--- src/rtl/iob_axi2mem_sub.sv ---
// iob_axi2mem_sub: AXI4 subordinate that replays AXI read/write bursts as single-word
// accesses on an Ibex-style memory port (req/gnt/rvalid). One memory access is in flight
// at a time and bursts are serialised beat by beat.
//
// Ports:
//   clk_i, rst_ni        clock, synchronous active-low reset
//   aw*/w*/b*            AXI write address, write data and write response channels
//   ar*/r*               AXI read address and read data channels
//   mem_req_o/mem_gnt_i  memory request / grant handshake
//   mem_we_o, mem_be_o, mem_addr_o, mem_wdata_o   memory request payload
//   mem_rvalid_i, mem_rdata_i, mem_err_i          memory response
//
// Optional feature: define IOB_AXI2MEM_WRAP_EN to accept WRAP bursts of 2/4/8/16 beats.
// Without it every WRAP burst is answered with SLVERR and never touches memory.

module iob_axi2mem_sub #(
   parameter int unsigned AXI_ID_W   = 1,
   parameter int unsigned AXI_ADDR_W = 32,
   parameter int unsigned AXI_DATA_W = 32,
   parameter int unsigned AXI_LEN_W  = 8,
   parameter int unsigned MEM_ADDR_W = 32
) (
   input  logic                    clk_i,
   input  logic                    rst_ni,
   // write address channel
   input  logic                    awvalid_i,
   output logic                    awready_o,
   input  logic [AXI_ADDR_W-1:0]   awaddr_i,
   input  logic [AXI_ID_W-1:0]     awid_i,
   input  logic [AXI_LEN_W-1:0]    awlen_i,
   input  logic [2:0]              awsize_i,
   input  logic [1:0]              awburst_i,
   // write data channel
   input  logic                    wvalid_i,
   output logic                    wready_o,
   input  logic [AXI_DATA_W-1:0]   wdata_i,
   input  logic [AXI_DATA_W/8-1:0] wstrb_i,
   input  logic                    wlast_i,
   // write response channel
   output logic                    bvalid_o,
   input  logic                    bready_i,
   output logic [1:0]              bresp_o,
   output logic [AXI_ID_W-1:0]     bid_o,
   // read address channel
   input  logic                    arvalid_i,
   output logic                    arready_o,
   input  logic [AXI_ADDR_W-1:0]   araddr_i,
   input  logic [AXI_ID_W-1:0]     arid_i,
   input  logic [AXI_LEN_W-1:0]    arlen_i,
   input  logic [2:0]              arsize_i,
   input  logic [1:0]              arburst_i,
   // read data channel
   output logic                    rvalid_o,
   input  logic                    rready_i,
   output logic [AXI_DATA_W-1:0]   rdata_o,
   output logic [1:0]              rresp_o,
   output logic [AXI_ID_W-1:0]     rid_o,
   output logic                    rlast_o,
   // memory port
   output logic                    mem_req_o,
   output logic                    mem_we_o,
   output logic [AXI_DATA_W/8-1:0] mem_be_o,
   output logic [MEM_ADDR_W-1:0]   mem_addr_o,
   output logic [AXI_DATA_W-1:0]   mem_wdata_o,
   input  logic                    mem_gnt_i,
   input  logic                    mem_rvalid_i,
   input  logic [AXI_DATA_W-1:0]   mem_rdata_i,
   input  logic                    mem_err_i
);

   localparam int unsigned StrbW = AXI_DATA_W / 8;

   localparam logic [1:0] BurstFixed = 2'b00;
   localparam logic [1:0] BurstWrap  = 2'b10;
   localparam logic [1:0] RespOkay   = 2'b00;
   localparam logic [1:0] RespSlvErr = 2'b10;

   typedef enum logic [2:0] {
      StIdle,
      StWrData,
      StWrMem,
      StWrWait,
      StWrResp,
      StRdMem,
      StRdWait,
      StRdResp
   } state_e;

   state_e                  r_state, w_state_nxt;
   logic [MEM_ADDR_W-1:0]   r_addr;
   logic [AXI_ID_W-1:0]     r_id;
   logic [AXI_LEN_W-1:0]    r_len;
   logic [AXI_LEN_W-1:0]    r_beat;
   logic [1:0]              r_burst;
   logic                    r_err;     // sticky write error
   logic                    r_bad;     // illegal command: no memory access for any beat
   logic [AXI_DATA_W-1:0]   r_wdata;
   logic [StrbW-1:0]        r_wstrb;
   logic [AXI_DATA_W-1:0]   r_rdata;
   logic [1:0]              r_rresp;
   logic                    r_rd_prio; // 1: read wins the next AW/AR contention

   logic                    w_sel_wr, w_sel_rd;
   logic                    w_last;
   logic                    w_wr_skip;
   logic                    w_aw_wrap_ok, w_ar_wrap_ok;
   logic                    w_aw_bad, w_ar_bad;
   logic [MEM_ADDR_W-1:0]   w_aw_addr, w_ar_addr;
   logic [MEM_ADDR_W-1:0]   w_addr_inc, w_addr_nxt;
   logic                    w_unused_addr;

   // Only the low MEM_ADDR_W bits reach memory; the byte offset is dropped.
   assign w_aw_addr     = {awaddr_i[MEM_ADDR_W-1:2], 2'b00};
   assign w_ar_addr     = {araddr_i[MEM_ADDR_W-1:2], 2'b00};
   assign w_unused_addr = ^{awaddr_i, araddr_i};

   // Single valid channel wins outright; on contention the channel not served last wins.
   assign w_sel_wr = awvalid_i & (~arvalid_i | ~r_rd_prio);
   assign w_sel_rd = arvalid_i & (~awvalid_i | r_rd_prio);

   assign w_last    = (r_beat == r_len);
   assign w_wr_skip = (wstrb_i == '0) | r_bad;

`ifdef IOB_AXI2MEM_WRAP_EN
   logic [MEM_ADDR_W-1:0] w_wrap_mask;

   assign w_aw_wrap_ok = (awlen_i == AXI_LEN_W'(1)) | (awlen_i == AXI_LEN_W'(3)) |
                         (awlen_i == AXI_LEN_W'(7)) | (awlen_i == AXI_LEN_W'(15));
   assign w_ar_wrap_ok = (arlen_i == AXI_LEN_W'(1)) | (arlen_i == AXI_LEN_W'(3)) |
                         (arlen_i == AXI_LEN_W'(7)) | (arlen_i == AXI_LEN_W'(15));
   // len+1 is a power of two here, so (len+1)*4-1 == (len<<2)|3.
   assign w_wrap_mask  = (MEM_ADDR_W'(r_len) << 2) | MEM_ADDR_W'(3);
`else
   assign w_aw_wrap_ok = 1'b0;
   assign w_ar_wrap_ok = 1'b0;
`endif

   assign w_aw_bad = (awsize_i != 3'd2) | ((awburst_i == BurstWrap) & ~w_aw_wrap_ok);
   assign w_ar_bad = (arsize_i != 3'd2) | ((arburst_i == BurstWrap) & ~w_ar_wrap_ok);

   // Per-beat address step; reserved burst encoding steps like INCR.
   always_comb begin
      w_addr_inc = r_addr + MEM_ADDR_W'(4);
      w_addr_nxt = w_addr_inc;
      if (r_burst == BurstFixed) begin
         w_addr_nxt = r_addr;
      end
`ifdef IOB_AXI2MEM_WRAP_EN
      else if (r_burst == BurstWrap) begin
         w_addr_nxt = (r_addr & ~w_wrap_mask) | (w_addr_inc & w_wrap_mask);
      end
`endif
   end

   // Next state and handshake outputs
   always_comb begin
      w_state_nxt = r_state;
      awready_o   = 1'b0;
      arready_o   = 1'b0;
      wready_o    = 1'b0;
      bvalid_o    = 1'b0;
      rvalid_o    = 1'b0;
      mem_req_o   = 1'b0;
      mem_we_o    = 1'b0;
      mem_be_o    = '0;
      case (r_state)
         StIdle: begin
            awready_o = w_sel_wr;
            arready_o = w_sel_rd;
            if (w_sel_wr) begin
               w_state_nxt = StWrData;
            end else if (w_sel_rd) begin
               w_state_nxt = w_ar_bad ? StRdResp : StRdMem;
            end
         end
         StWrData: begin
            wready_o = 1'b1;
            if (wvalid_i) begin
               if (!w_wr_skip)  w_state_nxt = StWrMem;
               else if (w_last) w_state_nxt = StWrResp;
            end
         end
         StWrMem: begin
            mem_req_o = 1'b1;
            mem_we_o  = 1'b1;
            mem_be_o  = r_wstrb;
            if (mem_gnt_i) w_state_nxt = StWrWait;
         end
         StWrWait: begin
            if (mem_rvalid_i) w_state_nxt = w_last ? StWrResp : StWrData;
         end
         StWrResp: begin
            bvalid_o = 1'b1;
            if (bready_i) w_state_nxt = StIdle;
         end
         StRdMem: begin
            mem_req_o = 1'b1;
            mem_be_o  = '1;
            if (mem_gnt_i) w_state_nxt = StRdWait;
         end
         StRdWait: begin
            if (mem_rvalid_i) w_state_nxt = StRdResp;
         end
         StRdResp: begin
            rvalid_o = 1'b1;
            if (rready_i) begin
               if (w_last)     w_state_nxt = StIdle;
               else if (r_bad) w_state_nxt = StRdResp;
               else            w_state_nxt = StRdMem;
            end
         end
         default: w_state_nxt = StIdle;
      endcase
   end

   assign bresp_o     = ((r_state == StWrResp) && (r_err || r_bad)) ? RespSlvErr : RespOkay;
   assign bid_o       = r_id;
   assign rdata_o     = r_rdata;
   assign rresp_o     = r_rresp;
   assign rid_o       = r_id;
   assign rlast_o     = (r_state == StRdResp) & w_last;
   assign mem_addr_o  = r_addr;
   assign mem_wdata_o = r_wdata;

   always_ff @(posedge clk_i) begin
      if (!rst_ni) begin
         r_state <= StIdle;
      end else begin
         r_state <= w_state_nxt;
      end
   end

   always_ff @(posedge clk_i) begin
      if (!rst_ni) begin
         r_addr    <= '0;
         r_id      <= '0;
         r_len     <= '0;
         r_beat    <= '0;
         r_burst   <= '0;
         r_err     <= 1'b0;
         r_bad     <= 1'b0;
         r_wdata   <= '0;
         r_wstrb   <= '0;
         r_rdata   <= '0;
         r_rresp   <= RespOkay;
         r_rd_prio <= 1'b0;
      end else begin
         case (r_state)
            StIdle: begin
               if (w_sel_wr) begin
                  r_rd_prio <= 1'b1;
                  r_addr    <= w_aw_addr;
                  r_id      <= awid_i;
                  r_len     <= awlen_i;
                  r_burst   <= awburst_i;
                  r_bad     <= w_aw_bad;
                  r_beat    <= '0;
                  r_err     <= 1'b0;
               end else if (w_sel_rd) begin
                  r_rd_prio <= 1'b0;
                  r_addr    <= w_ar_addr;
                  r_id      <= arid_i;
                  r_len     <= arlen_i;
                  r_burst   <= arburst_i;
                  r_bad     <= w_ar_bad;
                  r_beat    <= '0;
                  r_err     <= 1'b0;
                  // A bad burst answers every beat from these values.
                  r_rdata   <= '0;
                  r_rresp   <= w_ar_bad ? RespSlvErr : RespOkay;
               end
            end
            StWrData: begin
               if (wvalid_i) begin
                  r_wdata <= wdata_i;
                  r_wstrb <= wstrb_i;
                  // Flag a misplaced wlast but let the beat count end the burst.
                  if (wlast_i != w_last) r_err <= 1'b1;
                  if (w_wr_skip && !w_last) begin
                     r_beat <= r_beat + AXI_LEN_W'(1);
                     r_addr <= w_addr_nxt;
                  end
               end
            end
            StWrWait: begin
               if (mem_rvalid_i) begin
                  if (mem_err_i) r_err <= 1'b1;
                  if (!w_last) begin
                     r_beat <= r_beat + AXI_LEN_W'(1);
                     r_addr <= w_addr_nxt;
                  end
               end
            end
            StRdWait: begin
               if (mem_rvalid_i) begin
                  r_rdata <= mem_rdata_i;
                  r_rresp <= mem_err_i ? RespSlvErr : RespOkay;
               end
            end
            StRdResp: begin
               if (rready_i && !w_last) begin
                  r_beat <= r_beat + AXI_LEN_W'(1);
                  r_addr <= w_addr_nxt;
               end
            end
            default: ;
         endcase
      end
   end

endmodule

--- config.mk ---
export PLATFORM = sky130hd
export DESIGN_NAME = iob_axi2mem_sub
export DESIGN_NICKNAME = d
export VERILOG_FILES = /design/src/rtl/iob_axi2mem_sub.sv
export SDC_FILE = /design/constraint.sdc
export NUM_CORES = 1
export LEC_CHECK = 0
export ABC_AREA = 1
export CAP_MARGIN = 20
export CORE_MARGIN = 2
export CORE_UTILIZATION = 44
export CTS_CLUSTER_DIAMETER = 80
export CTS_CLUSTER_SIZE = 28
export DETAILED_ROUTE_END_ITERATION = 10
export PLACE_DENSITY = 0.82
export REMOVE_ABC_BUFFERS = 1
export SLEW_MARGIN = 20
export SYNTH_ARGS = -nofsm -noshare
export SYNTH_HDL_FRONTEND = slang
export SYNTH_SLANG_ARGS = --single-unit
--- constraint.sdc ---
create_clock -name clk_i -period 2.3 [get_ports clk_i]
set_clock_uncertainty 0.05 [all_clocks]
set_input_delay 0.46 -clock clk_i [delete_from_list [all_inputs] [get_ports clk_i]]
set_output_delay 0.46 -clock clk_i [all_outputs]
set_load 0.03 [all_outputs]
# Word level (Yosys, flattened, before mapping)
# Index checks and enable logic that the tools add are counted.
# Widths: inputs -> output; s select.
[totals] output_inout_bits=114 regBits=127
[classes] reduce_logical=19 n_addsub=2 bitwise=11 n_eq_ne=29 mux=68
[ops] cell="$mux 32" count=11
[ops] cell="$pmux 32 s4" count=1
[ops] cell="$mux 8" count=9
[ops] cell="$pmux 32 s2" count=1
[ops] cell="$mux 3" count=13
[ops] cell="$add 32x3->32 const B" count=1
[ops] cell="$pmux 8 s4" count=1
[ops] cell="$ne 2x2->1 const B" count=13
[ops] cell="$pmux 3 s8" count=1
[ops] cell="$mux 2" count=10
[ops] cell="$mux 1" count=18
[ops] cell="$eq 3x3->1 const B" count=4
[ops] cell="$reduce_and 9->1" count=1
[ops] cell="$add 8x1->8 const B" count=1
[ops] cell="$eq 8x8->1" count=1
[ops] cell="$pmux 4 s2" count=1
[ops] cell="$reduce_and 7->1" count=1
[ops] cell="$eq 3x2->1 const B" count=2
[ops] cell="$ne 3x2->1 const B" count=2
[ops] cell="$ne 3x3->1 const B" count=2
[ops] cell="$reduce_and 6->1" count=1
[ops] cell="$or 1x1->1" count=5
[ops] cell="$eq 2x2->1 const B" count=2
[ops] cell="$logic_not 4->1" count=1
[ops] cell="18 further kinds" count=26

# Logic depth before layout (Yosys ltp)
[depth] word_depth=6 depth_mapped=14

# Worst setup path before layout
# No wires, ideal clock.
[synth_path] kind="reg-to-output" start="reg r_beat[0]" end="out rlast_o" stages_incl_launch_ff=8 setup_slack_ns=0.302 arrival_time_ns=1.488 path_cell_list="dfxtp_1 inv_1 nand2_1 nand2_1 nand2_1 nor2_1 nand2_2 nor3_1"
[synth_between] elab_chain_len=2
[synth_lines] element="start: declaration" line="93" rtl="logic [AXI_LEN_W-1:0] r_beat;"
[synth_lines] element="start signal: assignment" line="280" rtl="r_beat <= r_beat + AXI_LEN_W'(1);"
[synth_lines] element="start signal: assignment" line="289" rtl="r_beat <= r_beat + AXI_LEN_W'(1);"
[synth_lines] element="start signal: assignment" line="302" rtl="r_beat <= r_beat + AXI_LEN_W'(1);"
[synth_lines] element="$eq 8x8->1" line="121" rtl="assign w_last = (r_beat == r_len);"
[synth_lines] element="$and 1x1->1" line="221" rtl="assign rlast_o = (r_state == StRdResp) & w_last;"
[synth_lines] element="end: declaration" line="58" rtl="output logic rlast_o,"
# Every way passes these cells.

# Worst setup path after layout
[layout_path] start="reg r_state[2]" end="out mem_be_o[0]"
[layout_between] elab_chain_len=2 word_cells_on_any_way=3
[layout_lines] element="start: declaration" line="89" rtl="state_e r_state, w_state_nxt;"
[layout_lines] element="start signal: assignment" line="227" rtl="r_state <= StIdle;"
[layout_lines] element="start signal: assignment" line="229" rtl="r_state <= w_state_nxt;"
[layout_lines] element="$eq 3x3->1 or $eq 3x2->1 (tied branches)" line="166" rtl="case (r_state)"
[layout_lines] element="$pmux 4 s2 (*)" line="166"
[layout_lines] element="end: declaration" line="62" rtl="output logic [AXI_DATA_W/8-1:0] mem_be_o,"
# Mark *: on every way between the ends. The rest lies on a longest branch, timed or not.

==> results.yml <==
die:
  coreArea_um2: 15200
  die_h_um: 129
  die_area_um2: 16500
  ios: 285
  fp-row-count: 45
  die_x_um: 129
  initial_utilization: 0.449
synth:
  yosys.area.top_type: "dfxtp_1"
  synth_edf_count: 0
  ys_types: 39
  ys_ff_latch: 124
  synth.most_common_cell: "nand2_1"
  synthTopCellsByCount: "nand2_1 (328), nor2_1 (136), dfxtp_1 (124), nand3_1 (109), a21oi_1 (95)"
  netlist_instances: 1101
  synth_top_flop_cell: "dfxtp_1"
  syn_area_per_cell_um2: 6.20
  synth_area_um2: 6830
  yosysWarnings: 0
  synth_top_area_frac: 0.363
  synthTopCellsByArea: "dfxtp_1 (36%), nand2_1 (18%), nand3_1 (8.0%)"
  ys_seq_area_frac: 0.363
  synth-async-reset-ratio: 0
clocking:
  cts_buffer_depth: 2
  post_cts_buffers: 0
  numClockSinks: 124
  holdBufCountCts: 0
  cts_buffers: 17
  cts_root_buf: "clkbuf_16"
  clk_transition_reported_paths_ns: 0.06
  htree_levels: 4
  insertion_delay_ns: 0.42
  cts_tree: "yes"
routing:
  via_per_inst: 5.10
  firstDrtPassIters: 6
  drt_wl_total_um: 22900
  dr_total_vias: 8045
  drtAntennaViolNets: 0
  drtIter0Drc: 472
  drc: 0
  wl_per_cell_um: 14.6
placement:
  hpwlAfterDp_um: 17000
  pre_cts_ws_ns: 0.0906
  port_buffers: 276
  dp.cells: 1544
  gp_congestion: 0.921
worst_setup_path:
  crit_path_end_kind: "output port"
  critPathTopFamily: "buffers and inverters"
  timing.reg2reg.setup_slack_ns: 0.37
  critPathLaunchType: "register"
  worst_ep_arrival_time_ns: 1.67
  path_cells: "inv_2 -> nor2_1 -> nand2_2 -> o21ai_0 -> clkdlybuf4s15_2"
  worstPathBufferInverterCount: 2
  max_stage_delay_ns: 0.41
  slowest_stage: "dfxtp_1"
  crit_fanout: 7
  critical_path_class: "reg -> out"
  required_ns: 1.79
sta:
  setup_viol: 0
  min_period_ns: 2.18
  fin_crit_sh: 0.948
  worst_slack_ns: 0.120
  rsz0062_at_grt: "false"
  hold_viol: 0
  maxSlewViolCount: 0
  fmax_mhz: 459
global_routing:
  antenna_found_initial: 1
  grt_overflow: 0
  grt_pass1_wl_um: 35700
  grt_max_degree: 41
  grt_usage: 0.272
  grt_pass1_vias: 7554
finish:
  n_fill_cell: 1330
  fin_cells: 1577
  drive_gt1_frac: 0.0879
  syn2layout_area_growth_pct: 54.6
  nets: 1548
power:
  seqPwrFrac: 0.266
  ir_drop_v: 0.000614
  internal_power_w: 0.00664
  p_clk_frac: 0.264
  power.switching_w: 0.00464
  comb_power_share: 0.470
  switching_share: 0.411
  p_per_area_nw_per_um2: 1070
  p_leak_nw: 4.32
outcome:
  status: "finished clean"
min_path:
  hold_class: "reg -> reg"
run:
  cap_violations: 0
-- cell type report --
| cell class | count | area, um^2 | area share |
|---|---|---|---|
| flip-flops and latches | 124 | 2490 | 0.236 |
| clock inverters | 10 | 188 | 0.0178 |
| repair buffers | 314 | 3110 | 0.294 |
| inverters | 101 | 379 | 0.0359 |
| diodes | 1 | 2.50 | 0.000237 |
| well taps | 188 | 235 | 0.0223 |
| multi-input cells | 817 | 3700 | 0.350 |
| clock buffers | 22 | 464 | 0.0440 |
-- placed cells by master (no fill, tap or decap), types with 4 or more instances in the layout --
cell type        count
a21oi_1             95
a31oi_1              8
buf_12               7
buf_4               36
bufinv_16            5
clkbuf_16           17
clkdlybuf4s50_1    263
conb_1               4
dfxtp_1            120
dfxtp_2              4
inv_1               88
inv_2               12
nand2_1            327
nand2_2              4
nand3_1            109
nand4_1              6
nor2_1             135
o211ai_1             8
o21ai_0             64
o22ai_1              6
or2_2               17
xor2_1               6
-- worst reg2reg max path: stages (launching register included) --
cell	delay [ns]
dfxtp_1	0.40
ha_1	0.19
nand2_1	0.07
nor2_1	0.19
nand2_1	0.10
nor2_1	0.35
nand2_1	0.10
nand2_1	0.07
nand2_1	0.05
nand2_1	0.05
o21ai_0	0.08
nor2_1	0.09
nor2_1	0.05
-- worst paths after layout --
check,from,end,depth (start not counted)
hold reg to reg,r_wstrb[0],r_wstrb[0],2
hold / removal,r_wstrb[0],r_wstrb[0],2
setup reg to reg,mem_addr_o[3],mem_addr_o[28],12
setup / recovery,r_state[2],mem_be_o[0],5
-- what timing repair did --
| item | in CTS | in global routing |
|---|---|---|
| endpoints found under the setup margin | 9 | 6 |
| hold endpoints to repair | 0 | 0 |
| resized for setup | 19 | 13 |
-- power groups by stage --
stage | logic (W) | clock network (W) | registers, W
finish | 0.00530 | 0.00298 | 0.00299
global route | 0.00584 | 0.00311 | 0.00305
CTS | 0.00527 | 0.00302 | 0.00298
detailed placement | 0.00524 | 0 | 0.00302
global placement | 0.00517 | 0 | 0.00301
floorplan | 0.00257 | 0 | 0.00348
-- per-stage QoR --
step | power, W | cell area [um^2] | hold WS, ns | TNS [ns] | utilization
3_5_place_dp | 0.00826 | 9900 | 0.389 | 0 | 0.651
4_1_cts | 0.0113 | 10600 | 0.399 | 0 | 0.694
6_report | 0.0113 | 10600 | 0.401 | 0 | 0.695
5_1_grt | 0.0120 | 10600 | 0.415 | 0 | 0.695
2_1_floorplan | 0.00605 | 6540 | 0.374 | -56.48 | -
3_3_place_gp | 0.00818 | 9900 | 0.385 | 0 | 0.651
-- flip-flops by register name, summed over array words and instances (netlist names) --
signal / flops
mem_wdata_o: 32
rdata_o: 32
mem_addr_o: 30
r_beat: 8
r_len: 8
r_wstrb: 4
r_state: 3
r_burst: 2
bid_o: 1
r_bad: 1
r_err: 1
r_rd_prio: 1
rresp_o: 1
-- layer usage --
metal  vias up  track usage  wire (um)
li1       4071            -          -
met1      3644        0.298       8980
met2       295        0.475      11100
met3        35        0.111       2260
met4         0        0.100        585
met5         -            0          0
-- logic make-up (layout without fill, tap and decap cells) --
kind of cell             count (synthesis)  in the layout  synth area share
other                                    1              5          0.000549
AO/OA/AOI/OAI                          189            189             0.147
XOR/XNOR                                 9              9            0.0115
flip-flops                             124            124             0.363
buffers and inverters                  163            447            0.0998
adder cells (fa/ha/maj)                  2              2           0.00366
AND/OR/NAND/NOR                        613            613             0.374
Note: power is estimated with default switching activity, not from simulation.
